**config.mk**
```make
export PLATFORM = sky130hd
export DESIGN_NAME = id_ex_pipe
export DESIGN_NICKNAME = d
export VERILOG_FILES = /design/src/rtl/id_ex_pipe_pkg.sv /design/src/rtl/id_ex_pipe_sat_cnt.sv /design/src/rtl/id_ex_pipe.sv
export SDC_FILE = /design/constraint.sdc
export NUM_CORES = 1
export LEC_CHECK = 0
export CAP_MARGIN = 10
export CELL_PAD_IN_SITES_DETAIL_PLACEMENT = 0
export CELL_PAD_IN_SITES_GLOBAL_PLACEMENT = 1
export CORE_AREA = 2 2 298 300
export DETAILED_ROUTE_END_ITERATION = 12
export DIE_AREA = 0 0 300 302
export PLACE_DENSITY = 0.53
export REMOVE_ABC_BUFFERS = 1
export SYNTH_ARGS = -nofsm -noshare
export SYNTH_HDL_FRONTEND = slang
export SYNTH_SLANG_ARGS = --single-unit
export TNS_END_PERCENT = 1
```
**constraint.sdc**
```tcl
create_clock -name clk -period 2.9 [get_ports clk]
set_input_delay 0.58 -clock clk [delete_from_list [all_inputs] [get_ports clk]]
set_output_delay 0.58 -clock clk [all_outputs]
set_load 0.02 [all_outputs]
```
**src/rtl/id_ex_pipe_pkg.sv**
```systemverilog
// Shared decode/execute definitions: bus widths, opcodes, write-enable levels
// and the payload struct carried by the ID/EX register.
package id_ex_pipe_pkg;

    localparam int InstBus    = 32;
    localparam int RegBus     = 32;
    localparam int RegAddrBus = 5;
    localparam int MemAddrBus = 32;

    localparam logic [6:0]            INST_TYPE_L  = 7'b0000011;
    localparam logic [6:0]            INST_NOP_OP  = 7'b0000001;
    localparam logic [InstBus-1:0]    INST_NOP     = 32'h0000_0001;
    localparam logic [RegBus-1:0]     ZeroWord     = '0;
    localparam logic [RegAddrBus-1:0] ZeroReg      = '0;
    localparam logic                  WriteEnable  = 1'b1;
    localparam logic                  WriteDisable = 1'b0;

    typedef struct packed {
        logic [InstBus-1:0]    inst;
        logic [MemAddrBus-1:0] inst_addr;
        logic [RegBus-1:0]     op1;
        logic [RegBus-1:0]     op2;
        logic [RegBus-1:0]     op1_jump;
        logic [RegBus-1:0]     op2_jump;
        logic [RegBus-1:0]     reg1_rdata;
        logic [RegBus-1:0]     reg2_rdata;
        logic                  reg_we;
        logic [RegAddrBus-1:0] reg_waddr;
        logic                  csr_we;
        logic [RegBus-1:0]     csr_rdata;
        logic [MemAddrBus-1:0] csr_waddr;
        logic                  valid;
        logic                  is_load;
    } id_ex_t;

    // Bubble/flush payload: a harmless instruction that never writes state.
    function automatic id_ex_t nop_state(input logic [InstBus-1:0] nop_inst);
        id_ex_t s;
        s           = '0;
        s.inst      = nop_inst;
        s.reg_we    = WriteDisable;
        s.csr_we    = WriteDisable;
        s.reg_waddr = ZeroReg;
        return s;
    endfunction

    function automatic logic is_load_inst(input logic [InstBus-1:0] inst, input logic we);
        return (inst[6:0] == INST_TYPE_L) && (we == WriteEnable);
    endfunction

endpackage

```
**src/rtl/id_ex_pipe_sat_cnt.sv**
```systemverilog
// Saturating up-counter with synchronous active-low reset; clear beats increment.
module pipe_sat_cnt #(
    parameter int CNT_W = 32
) (
    input  logic             clk,
    input  logic             rst,
    input  logic             clr_i,
    input  logic             inc_i,
    output logic [CNT_W-1:0] cnt_o
);

    always_ff @(posedge clk) begin
        if (!rst || clr_i) begin
            cnt_o <= '0;
        end else if (inc_i && (cnt_o != '1)) begin
            cnt_o <= cnt_o + CNT_W'(1);
        end
    end

endmodule

```
**src/rtl/id_ex_pipe.sv**
```systemverilog
// Decode-to-execute pipeline register with flush > stall > bubble priority,
// registered load flag for the hazard check, and stall/bubble/flush counters.
module id_ex_pipe
    import id_ex_pipe_pkg::*;
#(
    parameter int           CNT_W    = 32,
    parameter logic [31:0]  NOP_INST = 32'h0000_0001
) (
    input  logic                  clk,
    input  logic                  rst,
    input  logic                  flush_i,
    input  logic                  stall_i,
    input  logic                  bubble_i,
    input  logic                  cnt_clr_i,
    input  logic [InstBus-1:0]    inst_i,
    input  logic [MemAddrBus-1:0] inst_addr_i,
    input  logic [RegBus-1:0]     op1_i,
    input  logic [RegBus-1:0]     op2_i,
    input  logic [RegBus-1:0]     op1_jump_i,
    input  logic [RegBus-1:0]     op2_jump_i,
    input  logic [RegBus-1:0]     reg1_rdata_i,
    input  logic [RegBus-1:0]     reg2_rdata_i,
    input  logic                  reg_we_i,
    input  logic [RegAddrBus-1:0] reg_waddr_i,
    input  logic                  csr_we_i,
    input  logic [RegBus-1:0]     csr_rdata_i,
    input  logic [MemAddrBus-1:0] csr_waddr_i,
    output logic [InstBus-1:0]    inst_o,
    output logic [MemAddrBus-1:0] inst_addr_o,
    output logic [RegBus-1:0]     op1_o,
    output logic [RegBus-1:0]     op2_o,
    output logic [RegBus-1:0]     op1_jump_o,
    output logic [RegBus-1:0]     op2_jump_o,
    output logic [RegBus-1:0]     reg1_rdata_o,
    output logic [RegBus-1:0]     reg2_rdata_o,
    output logic                  reg_we_o,
    output logic [RegAddrBus-1:0] reg_waddr_o,
    output logic                  csr_we_o,
    output logic [RegBus-1:0]     csr_rdata_o,
    output logic [MemAddrBus-1:0] csr_waddr_o,
    output logic                  valid_o,
    output logic                  is_load_o,
    output logic [CNT_W-1:0]      stall_cnt_o,
    output logic [CNT_W-1:0]      bubble_cnt_o,
    output logic [CNT_W-1:0]      flush_cnt_o
);

    id_ex_t stage_q;
    id_ex_t cap;
    id_ex_t nop;

    always_comb begin
        nop            = nop_state(NOP_INST);
        cap            = '0;
        cap.inst       = inst_i;
        cap.inst_addr  = inst_addr_i;
        cap.op1        = op1_i;
        cap.op2        = op2_i;
        cap.op1_jump   = op1_jump_i;
        cap.op2_jump   = op2_jump_i;
        cap.reg1_rdata = reg1_rdata_i;
        cap.reg2_rdata = reg2_rdata_i;
        cap.reg_we     = reg_we_i;
        cap.reg_waddr  = reg_waddr_i;
        cap.csr_we     = csr_we_i;
        cap.csr_rdata  = csr_rdata_i;
        cap.csr_waddr  = csr_waddr_i;
        cap.valid      = 1'b1;
        cap.is_load    = is_load_inst(inst_i, reg_we_i);
    end

    // Stall holds everything, so a bubble still pending afterwards is taken later.
    always_ff @(posedge clk) begin
        if (!rst || flush_i) begin
            stage_q <= nop;
        end else if (!stall_i) begin
            stage_q <= bubble_i ? nop : cap;
        end
    end

    assign inst_o       = stage_q.inst;
    assign inst_addr_o  = stage_q.inst_addr;
    assign op1_o        = stage_q.op1;
    assign op2_o        = stage_q.op2;
    assign op1_jump_o   = stage_q.op1_jump;
    assign op2_jump_o   = stage_q.op2_jump;
    assign reg1_rdata_o = stage_q.reg1_rdata;
    assign reg2_rdata_o = stage_q.reg2_rdata;
    assign reg_we_o     = stage_q.reg_we;
    assign reg_waddr_o  = stage_q.reg_waddr;
    assign csr_we_o     = stage_q.csr_we;
    assign csr_rdata_o  = stage_q.csr_rdata;
    assign csr_waddr_o  = stage_q.csr_waddr;
    assign valid_o      = stage_q.valid;
    assign is_load_o    = stage_q.is_load;

    logic flush_inc, stall_inc, bubble_inc;
    assign flush_inc  = flush_i;
    assign stall_inc  = !flush_i && stall_i;
    assign bubble_inc = !flush_i && !stall_i && bubble_i;

    pipe_sat_cnt #(.CNT_W(CNT_W)) u_stall_cnt (
        .clk   (clk),
        .rst   (rst),
        .clr_i (cnt_clr_i),
        .inc_i (stall_inc),
        .cnt_o (stall_cnt_o)
    );

    pipe_sat_cnt #(.CNT_W(CNT_W)) u_bubble_cnt (
        .clk   (clk),
        .rst   (rst),
        .clr_i (cnt_clr_i),
        .inc_i (bubble_inc),
        .cnt_o (bubble_cnt_o)
    );

    pipe_sat_cnt #(.CNT_W(CNT_W)) u_flush_cnt (
        .clk   (clk),
        .rst   (rst),
        .clr_i (cnt_clr_i),
        .inc_i (flush_inc),
        .cnt_o (flush_cnt_o)
    );

endmodule

```
==> out/results.ini <==
[clocking]
clk_pin_slew_ns=0.06
clock-root-buffer=clkbuf_16
h-tree-depth=2
cts_tree=yes
ctsResizeCount=0
clock_sinks=425
clk_path_buf_depth=3
worstSkewPairLatency_ns=0.59
numCtsBuffers=52
holdBufCountCts=0
post-cts-setup-buffers=0

[setup_path]
path_cells=clkdlybuf4s50_1
worstPathMaxFanout=7
cpPeakStageDelay_ns=0.73
start_kind=flip-flop
crit_buf_inv=1
cp_slowest_cell=clkdlybuf4s50_1
r2r_slack_ns=0.56
crit_family=buffers and inverters
critical_path_required_ns=2.32
crit_type=flip-flop to output port
end_kind=output port
cp.arrival_ns=1.80

[yosys]
synthFlopType=dfxtp_1
post-synth-top-area-cell=dfxtp_1
synth_common_cells=425 x dfxtp_1, 374 x nor2_1, 324 x a22oi_1
avgSynthCellArea_um2=9.234
synth_seq_cells=425
async_flop_share_pct=0
synth_edf_count=0
ys_seq_area_share_pct=54.26
syn_area_um2=15680
synthDistinctLibCells=53
synth_top_cell_area_share_pct=54.26
synth_area_leaders=dfxtp_1 54%, a22oi_1 16%, nor2_1 9.0%
yosys_warnings=0
synth_most_common_cell=dfxtp_1
syn_inst=1698

[pwr]
p_leak_nw=8.887
irDropWorstVdd_mv=0.3555
p_per_area_nw_per_um2=519.5
p_total_w=0.01372

[floorplanning]
placementRows=109
core_um2=87560
start_util_pct=17.91
dieArea_um2=90600
die_x_um=300
die_h_um=302
io_pins=758

[grt]
grt_overflow=0
grt_pass1_wl_um=102200
antenna_found_initial=9
grt_pass1_vias=15854
grt_max_degree=150
track_usage_pct=14.56

[sta]
fin_crit_sh_pct=82.07
rsz0062_at_grt=false
hold_viol=0
final-setup-viol-count=0
layout_min_cycle_time_ns=2.380
fin_skew_ns=0.01363
fmax_mhz=420.1
slew_headroom_pct=45.39
setup_tns_ns=0
worstMarginPinSlew_ns=0.8191
maxSlewViolCount=0

[detailed_routing]
antenna_left=0
dr.pass1.iters=5
wl_per_cell_um=19.36
postRouteWirelength_um=70180
detail_route.iter0.violations=856
drc=0
vias=15916
viasPerCell=4.389

[finish]
fillers=9229
nNetsFinal=2753
utilization_pct=30.16
area.growth.synth_to_final_pct=68.43
drive_gt1_share_pct=5.863

[placement]
portBuffers=757
place.gp.congestion=0.8534
dpl.hpwl_um=52080

[status]
status=completed

[hold_path]
min-delay-path-class=input port to flip-flop

[flow_run]
maxCapViolCount=0

[placed cells by master, fill, tap and decap left out, types with 8 or more instances in the layout]
master | netlist | layout
nor2_1 | 374 | 373
buf_4 | 1 | 35
a21oi_1 | 46 | 46
and4_1 | 16 | 16
clkbuf_1 | 124 | 14
nand4_1 | 26 | 26
nand2_1 | 54 | 53
nand3_1 | 34 | 34
o31ai_1 | 16 | 16
a22oi_1 | 324 | 324
dfxtp_1 | 425 | 425
clkinv_2 | 0 | 9
xnor2_1 | 25 | 25
clkbuf_8 | 0 | 12
buf_12 | 0 | 13
or4_1 | 23 | 23
nor4_1 | 8 | 8
clkdlybuf4s50_1 | 0 | 756
clkbuf_16 | 0 | 52
mux2i_1 | 10 | 10
and3_1 | 19 | 19
or3_1 | 23 | 23
nand2b_1 | 11 | 10
o21ai_0 | 28 | 28
inv_1 | 11 | 11
[registers in the layout (all words and copies together), names as in the netlist]
register and flops:
is_load_o 1, u_bubble_cnt.cnt_o 32, inst_o 32, u_stall_cnt.cnt_o 32
reg_we_o 1, reg2_rdata_o 32, valid_o 1, csr_waddr_o 32
op1_jump_o 32, op2_jump_o 32, op1_o 32, reg_waddr_o 5
op2_o 32, csr_rdata_o 32, inst_addr_o 32, reg1_rdata_o 32
csr_we_o 1, u_flush_cnt.cnt_o 32
[metrics by stage]
stage / hold slack, ns / cells / area, µm² / setup WS (ns)
floorplan: 0.5485 / 1558 / 15140 / -8.370
global placement: 0.4758 / 3528 / 24740 / 0.08540
detailed placement: 0.4808 / 3528 / 24740 / 0.05064
CTS: 0.4313 / 3621 / 26400 / 0.3974
global route: 0.4997 / 3625 / 26410 / 0.3573
finish: 0.4835 / 3626 / 26410 / 0.5199
[layout make-up]
cell class                      count  area [µm²]  area share (%)
Clock buffer                       78        1519           5.751
Inverter                           11       41.29          0.1563
Sequential cell                   425        8508           32.22
Timing Repair Buffer              805        8105           30.69
Clock inverter                     15       137.6          0.5211
Multi-Input combinational cell   1122        6629           25.10
Tap cell                         1165        1458           5.519
Antenna cell                        5       12.51         0.04738
[routing by layer]
metal,vias to the layer above,part of all wire [%],GRT usage (%)
li1,7611,-,-
met1,7675,37,15.45
met2,529,52,26.78
met3,93,9.1,5.739
met4,8,2.1,3.702
met5,-,0.067,0
[final timing paths]
kind | startpoint | to | cells past startpoint
min | stall_i | valid_o | 3
min reg2reg | u_flush_cnt.cnt_o[23] | u_flush_cnt.cnt_o[23] | 2
max reg2reg | u_bubble_cnt.cnt_o[8] | u_bubble_cnt.cnt_o[26] | 5
max | u_stall_cnt.cnt_o[2] | stall_cnt_o[2] | 1
[where the power goes]
group,leakage [nW],internal (W),switching [W],total [W]
combinational,4.63,0.000728,0.000628,0.00136
sequential,3.44,0.00593,0.0000532,0.00599
clock,0.822,0.00370,0.00268,0.00638
[cells by family after synthesis]
family | count (synthesis) | synth area share (%)
and+or+nand+nor | 623 | 18.57
AOI/OAI and AO/OA | 456 | 20.92
DFF | 425 | 54.26
buffers and inverters | 151 | 3.695
xor gates and xnor gates | 30 | 1.676
muxes | 10 | 0.6384
adders and majority gates | 3 | 0.2394
Note: power is estimated with default switching activity, not from simulation.
